==> src/rtl/cu_fsm_ws.sv <==
// rtl/cu_fsm_ws.sv - multi-cycle control unit FSM with memory wait states, interrupts and traps
// Bus timeout traps fire when the wait counter reaches MEM_TIMEOUT; a same-cycle ready always wins.
module cu_fsm_ws #(
  parameter int NUM_IRQ     = 4,
  parameter int MEM_TIMEOUT = 15
) (
  input  logic                                        CLK,
  input  logic                                        RST_N,
  input  logic [6:0]                                  OPCODE,
  input  logic [2:0]                                  FUNCT3,
  input  logic                                        IMEM_READY,
  input  logic                                        DMEM_READY,
  input  logic [NUM_IRQ-1:0]                          IRQ,
  input  logic [NUM_IRQ-1:0]                          IRQ_MASK,
  input  logic                                        CSR_MIE,
  output logic                                        PCWRITE,
  output logic                                        regWRITE,
  output logic                                        memWE2,
  output logic                                        memRDEN1,
  output logic                                        memRDEN2,
  output logic                                        reset,
  output logic                                        csr_WE,
  output logic                                        int_taken,
  output logic                                        mret_exec,
  output logic                                        trap_taken,
  output logic [1:0]                                  trap_cause,
  output logic [((NUM_IRQ > 1) ? $clog2(NUM_IRQ) : 1)-1:0] int_id
);

  localparam int IW = (NUM_IRQ > 1) ? $clog2(NUM_IRQ) : 1;
  localparam int CW = (MEM_TIMEOUT > 0) ? $clog2(MEM_TIMEOUT + 1) : 1;

  localparam logic [6:0] OP_IMM    = 7'b0010011;
  localparam logic [6:0] OP_REG    = 7'b0110011;
  localparam logic [6:0] OP_LUI    = 7'b0110111;
  localparam logic [6:0] OP_AUIPC  = 7'b0010111;
  localparam logic [6:0] OP_JAL    = 7'b1101111;
  localparam logic [6:0] OP_JALR   = 7'b1100111;
  localparam logic [6:0] OP_BRANCH = 7'b1100011;
  localparam logic [6:0] OP_LOAD   = 7'b0000011;
  localparam logic [6:0] OP_STORE  = 7'b0100011;
  localparam logic [6:0] OP_SYSTEM = 7'b1110011;

  typedef enum logic [2:0] {
    INIT      = 3'd0,
    FETCH     = 3'd1,
    EXEC      = 3'd2,
    MEM_WAIT  = 3'd3,
    WRITEBACK = 3'd4,
    INTRPT    = 3'd5,
    TRAP      = 3'd6
  } state_t;

  state_t          r_state;
  state_t          w_next;
  state_t          w_done;
  logic [CW-1:0]   r_cnt;
  logic            r_is_load;
  logic [IW-1:0]   r_int_id;
  logic [1:0]      r_trap_cause;
  logic [1:0]      w_cause;
  logic [IW-1:0]   w_lowest;
  logic [NUM_IRQ-1:0] w_pending;
  logic            w_timeout;
  logic            w_waiting;

  assign w_pending = IRQ & IRQ_MASK & {NUM_IRQ{CSR_MIE}};
  assign w_done    = (|w_pending) ? INTRPT : FETCH;
  assign w_timeout = (MEM_TIMEOUT != 0) && (r_cnt == CW'(MEM_TIMEOUT));
  assign w_waiting = (r_state == FETCH) || (r_state == MEM_WAIT);

  // Scan downward so the lowest pending index is the one left standing.
  always_comb begin
    w_lowest = '0;
    for (int i = NUM_IRQ - 1; i >= 0; i--) begin
      if (w_pending[i]) w_lowest = IW'(i);
    end
  end

  always_comb begin
    w_next     = r_state;
    w_cause    = 2'b00;
    PCWRITE    = 1'b0;
    regWRITE   = 1'b0;
    memWE2     = 1'b0;
    memRDEN1   = 1'b0;
    memRDEN2   = 1'b0;
    reset      = 1'b0;
    csr_WE     = 1'b0;
    int_taken  = 1'b0;
    mret_exec  = 1'b0;
    trap_taken = 1'b0;
    case (r_state)
      INIT: begin
        reset  = 1'b1;
        w_next = FETCH;
      end
      FETCH: begin
        memRDEN1 = 1'b1;
        if (IMEM_READY) begin
          w_next = EXEC;
        end else if (w_timeout) begin
          w_next  = TRAP;
          w_cause = 2'b10;
        end
      end
      EXEC: begin
        memRDEN1 = 1'b1;
        case (OPCODE)
          OP_IMM, OP_REG, OP_LUI, OP_AUIPC, OP_JAL, OP_JALR: begin
            PCWRITE  = 1'b1;
            regWRITE = 1'b1;
            w_next   = w_done;
          end
          OP_BRANCH: begin
            PCWRITE = 1'b1;
            w_next  = w_done;
          end
          OP_LOAD: begin
            memRDEN2 = 1'b1;
            w_next   = MEM_WAIT;
          end
          OP_STORE: begin
            memWE2 = 1'b1;
            w_next = MEM_WAIT;
          end
          OP_SYSTEM: begin
            case (FUNCT3)
              3'b001, 3'b010, 3'b011: begin
                PCWRITE  = 1'b1;
                regWRITE = 1'b1;
                csr_WE   = 1'b1;
                w_next   = w_done;
              end
              3'b000: begin
                PCWRITE   = 1'b1;
                mret_exec = 1'b1;
                w_next    = w_done;
              end
              default: begin
                w_next  = TRAP;
                w_cause = 2'b01;
              end
            endcase
          end
          default: begin
            w_next  = TRAP;
            w_cause = 2'b01;
          end
        endcase
      end
      MEM_WAIT: begin
        memRDEN1 = 1'b1;
        memRDEN2 = r_is_load;
        memWE2   = ~r_is_load;
        if (DMEM_READY) begin
          if (r_is_load) begin
            w_next = WRITEBACK;
          end else begin
            PCWRITE = 1'b1;
            w_next  = w_done;
          end
        end else if (w_timeout) begin
          w_next  = TRAP;
          w_cause = 2'b10;
        end
      end
      WRITEBACK: begin
        PCWRITE  = 1'b1;
        regWRITE = 1'b1;
        memRDEN1 = 1'b1;
        memRDEN2 = 1'b1;
        w_next   = w_done;
      end
      INTRPT: begin
        PCWRITE   = 1'b1;
        int_taken = 1'b1;
        memRDEN1  = 1'b1;
        w_next    = FETCH;
      end
      TRAP: begin
        PCWRITE    = 1'b1;
        trap_taken = 1'b1;
        w_next     = FETCH;
      end
      default: w_next = INIT;
    endcase
  end

  always_ff @(posedge CLK or negedge RST_N) begin
    if (!RST_N) begin
      r_state      <= INIT;
      r_cnt        <= '0;
      r_is_load    <= 1'b0;
      r_int_id     <= '0;
      r_trap_cause <= 2'b00;
    end else begin
      r_state <= w_next;
      // Staying in a wait state means ready was low; any transition restarts the count.
      r_cnt   <= (w_waiting && (w_next == r_state)) ? r_cnt + CW'(1) : '0;
      if (r_state == EXEC) r_is_load <= (OPCODE == OP_LOAD);
      if (w_next == INTRPT) r_int_id <= w_lowest;
      if (w_next == TRAP) r_trap_cause <= w_cause;
    end
  end

  assign int_id     = r_int_id;
  assign trap_cause = r_trap_cause;

endmodule
==> config.mk <==
export PLATFORM = sky130hd
export DESIGN_NAME = cu_fsm_ws
export DESIGN_NICKNAME = d
export VERILOG_FILES = /design/src/rtl/cu_fsm_ws.sv
export SDC_FILE = /design/constraint.sdc
export NUM_CORES = 1
export LEC_CHECK = 0
export CORE_MARGIN = 2
export CORE_UTILIZATION = 45
export CTS_CLUSTER_DIAMETER = 150
export DETAILED_ROUTE_END_ITERATION = 8
export DONT_BUFFER_PORTS = 1
export PLACE_DENSITY = 0.61
export SKIP_LAST_GASP = 1
export SLEW_MARGIN = 20
export SYNTH_ARGS = -nofsm -noshare
export SYNTH_HDL_FRONTEND = slang
export SYNTH_SLANG_ARGS = --single-unit
==> constraint.sdc <==
create_clock -name CLK -period 2.45 [get_ports CLK]
set_input_delay 0.245 -clock CLK [delete_from_list [all_inputs] [get_ports CLK]]
set_output_delay 0.245 -clock CLK [all_outputs]
set_load 0.02 [all_outputs]
* Word-level counts from Yosys, hierarchy flattened *
Index checks and enable logic that the tools add are counted.

operators by class
  $add $sub $neg = 1
  equality and inequality tests = 23
  mux-type cells = 40
  bitwise logic cells = 3
  reductions and logical operators = 14

operators by type and width
  cell                   number
  $eq A7 B7 Y1 const B   4
  $eq A7 B6 Y1 const B   3
  $mux W3                6
  $mux W1                16
  $eq A3 B3 Y1 const B   5
  $pmux W3 S5            1
  $eq A7 B5 Y1 const B   2
  $mux W2                7
  $eq A3 B2 Y1 const B   4
  $pmux W1 S2            5
  $pmux W3 S3            1
  $reduce_or A3 Y1       3
  $reduce_or A9 Y1       1
  $and A4 B4 Y4          2
  $reduce_or A4 Y1       2
  $eq A7 B2 Y1 const B   1
  $reduce_or A7 Y1       1
  $eq A3 B1 Y1 const B   2
  $logic_not A3 Y1       2
  $pmux W1 S3            2
  $pmux W2 S3            1
  $reduce_or A6 Y1       1
  $reduce_or A5 Y1       1
  $add A4 B1 Y4 const B  1
  7 further kinds        7

storage, ports and cells
  register bits = 12
  bits of input ports = 23
  output and inout bits = 14
  word-level logic and storage cells = 86

* Longest topological paths before layout *
  depth in word-level cells = 10
  mapped depth = 7
  mapped depth without buffers = 7

* Worst setup path after synthesis *
No wires, ideal clock.

  path type = register to register
  start = register r_cnt[0]
  end = register r_int_id[0], in the netlist int_id[0]
  arrival = 1773 ps
  required time = 2325 ps
  path slack = 552 ps
  cell stages (with the launch flop) = 7
  path buffers = 0
  cells stage by stage = dfrtp_1 -> ha_1 -> and3_1 -> o311ai_1 -> o21ai_2 -> and3b_4 -> mux2_4

on the way
  word-level cells in the longest chain between the ends = 5

RTL lines
  item                        RTL line  text
  from (decl)                 57        logic [CW-1:0] r_cnt;
  from (signal assigned)      200       r_cnt <= (w_waiting && (w_next == r_state)) ? r_cnt + CW'(1) : '0;
  $eq A4 B4 Y1 *              69        assign w_timeout = (MEM_TIMEOUT != 0) && (r_cnt == CW'(MEM_TIMEOUT));
  $mux W3 *                   102, 163
  $mux W3 (on tied branches)  156, 100
  $pmux W3 S5 *               93        case (r_state)
  via w_next[1]               55        state_t w_next;
  $eq A3 B3 Y1 *              202       if (w_next == INTRPT) r_int_id <= w_lowest;
  to (signal assigned)        202
  to (decl)                   59        logic [IW-1:0] r_int_id;

Mark *: on every way through the listed nets, which the timed path passes. The rest lies on a longest branch.
A chain may end at the register's enable or synchronous reset.

* Final worst setup path *
  start = register r_state[1]
  end = output csr_WE

on the way
  word-level cells in the longest chain between the ends = 2

RTL lines
  item                    RTL line  text
  from (decl)             54        state_t r_state;
  from (signal assigned)  198       r_state <= w_next;
  $eq A3 B2 Y1            93
  $mux W1                 93
  to (decl)               22        output logic csr_WE,

Every way passes these cells.

==> summary.txt <==
WL per Instance = 13.68 um
DRC = 0
Rel. slew slack = 56.03%
IO buf count = 0
Register Area = 300.3 um^2
HPWL Detailed = 1452 um
CP Data Required Time = 2.20 ns
Synth async-reset ratio = 100.0%
Finished Layout Cells = 135
Boundary Pins = 37
crit path time final = 2.107 ns
leakage power = 0.4292 nW
Root Buffer = clkbuf_4
Via Count = 771
post-route ant nets = 0
Syn Inst Count = 104
pwr/cell area = 969.2 nW/um^2
Setup crit start kind = flip-flop
pin count of the biggest net entering global routing = 14
TritonCTS buffer count = 3
RePlAce Congestion = 0.7062
Mapped Nets = 128
Initial Util = 46.58%
Most used DFF post-synth = dfrtp_1
Crit Path Max Fanout = 13
gr usage total = 16.45%
Max Used Layer = met4
# H-tree levels = 1
CP Class = flip-flop to output pin
Final Slew Violations = 0
worst slew pin tran = 0.6545 ns
Die Span Y = 48.37 um
RSZ-0062 raised after global routing = no
met3 wire len = 127 um
die span in x = 48.37 um
FMAX = 474.7 MHz
Max Cap Viol = 0
setup TNS = 0 ns
final hold viol count = 0
first drt pass iteration count = 4
post-synthesis sequential element count = 12
first-pass GRT wire length = 3091 um
Mean Syn Cell Area = 8.518 um^2
core footprint = 1902 um^2
status = completed
Yosys cell types = 42
multi-input logic area = 560.5 um^2
Peak VDD IR = 0.5570 mV
Clk Latency, worst-skew pair = 0.28 ns
final setup fails = 0
synth warn = 0
worst endpoint data arrival time = 1.86 ns
Post-DP Area = 917.1 um^2
fin crit share = 85.98%
TritonCTS clock tree = done
quantity of gates resized following cts = 0
initial antenna violation count = 0
die area = 2340 um^2
Post-Syn Area = 885.9 um^2
Layout Skew = 0.002787 ns
# hold bufs at CTS = 1
EDFF count, synth = 0
diode count = 0
sequential area share after synthesis = 33.90%
wire length on met2 = 843 um
post-CTS setup buffers = 0
M1 WL = 856 um
Pwr Total = 0.9338 mW
WL final = 1847 um
Fill cells = 187
Layout Nets = 133
clock slew seen by the registers of the worst setup and hold paths = 0.08 ns
vias in the first global route = 724
layout cells sized above 1 = 17.59%
clock sink count = 12
total congestion overflow = 0
Critical Path Sink Type = output pin
placed insts = 130
area grow syn2layout = 8.757%
Worst Hold Class = input port to flip-flop
DR iter-0 viols = 14
Longest Clk Path Bufs = 2
row count = 16
fin area = 963.4 um^2
Vias/cell = 5.711
==> metal layers <==
layer / track usage (%) / vias to the layer above
met2: 27.55 / 21
met1: 21.80 / 363
met3: 3.395 / 3
met5: 0 / -
met4: 4.286 / 0
li1: - / 384
==> flip-flops by register name, indices dropped and copies added (netlist names) <==
| register | cells |
|---|---|
| int_id | 2 |
| r_cnt | 4 |
| r_state | 3 |
| r_is_load | 1 |
| trap_cause | 2 |
==> cell usage after synthesis (2+ instances only) <==
master	n	area, um^2
a21o_1	2	15.01
a21oi_1	5	25.02
and3_1	2	12.51
buf_2	2	10.01
dfrtp_1	12	300.3
inv_1	4	15.01
nand2_1	13	48.80
nand2_2	4	25.02
nand2b_1	5	31.28
nand3_1	5	25.02
nand4_1	3	18.77
nor2_1	11	41.29
nor2b_1	2	12.51
nor3_1	2	10.01
nor3b_1	2	15.01
o211ai_2	2	25.02
o21ai_0	3	15.01
==> worst max-delay path: stages (launching register included) <==
cell and delay (ns):
dfrtp_1 0.55, nand2b_1 0.20, nand2b_2 0.27, nor3_1 0.56
==> area by class of cell <==
cell class / count / area share [%]
inverter: 4 / 1.558
tap: 27 / 3.506
timing repair buffer: 2 / 1.818
clock buffer: 4 / 3.766
multi-input combinational: 86 / 58.18
sequential: 12 / 31.17
==> where the power goes <==
part           internal (mW)  leakage [nW]  switching [mW]
Sequential             0.253         0.156          0.0985
Combinational          0.173         0.253           0.251
Clock                 0.0905        0.0210          0.0689
Total                  0.516         0.429           0.418
==> worst paths after layout <==
check                                     startpoint                    end  slack, ns  cells after the start
worst max-delay path            r_state[1]$_DFF_PN0_                 csr_WE       0.34                      3
worst min-delay path                       OPCODE[5]  r_is_load$_DFFE_PN0P_       0.06                      1
worst max register to register    r_cnt[0]$_DFF_PN0_  int_id[0]$_DFFE_PN0N_       0.46                      6
worst min register to register    r_cnt[0]$_DFF_PN0_     r_cnt[0]$_DFF_PN0_       0.46                      1
max in group asynchronous                      RST_N     r_cnt[3]$_DFF_PN0_       1.71                      1
min in group asynchronous                      RST_N  int_id[1]$_DFFE_PN0N_       0.38                      1
==> logic make-up after synthesis <==
kind of cell	count (synthesis)	synth area share, %
buffers and inverters	6	2.824
DFF	12	33.90
muxes	2	2.824
adders and majority gates	1	1.412
and+or+nand+nor	57	35.88
xor gates and xnor gates	2	1.978
AOI/OAI and AO/OA	24	21.19
==> layout by cell type (no fill, tap or decap), types with 3 or more instances in the layout <==
cell	n
clkbuf_4	3
nand3_1	5
nand4_1	3
nand2_2	4
nand2_1	13
a21oi_1	5
nor2_1	11
o21ai_0	3
inv_1	4
nand2b_1	5
dfrtp_1	12
==> per-stage QoR <==
stage	setup slack (ns)	hold slack (ns)	utilization [%]
6_report	0.3434	0.06190	50.66
5_1_grt	0.2208	0.06102	50.66
4_1_cts	0.3459	0.05702	50.66
3_5_place_dp	0.4648	-0.05030	48.22
3_3_place_gp	0.4957	-0.05031	48.22
2_1_floorplan	0.5516	-0.05059	-
(Power assumes the default switching activity.)
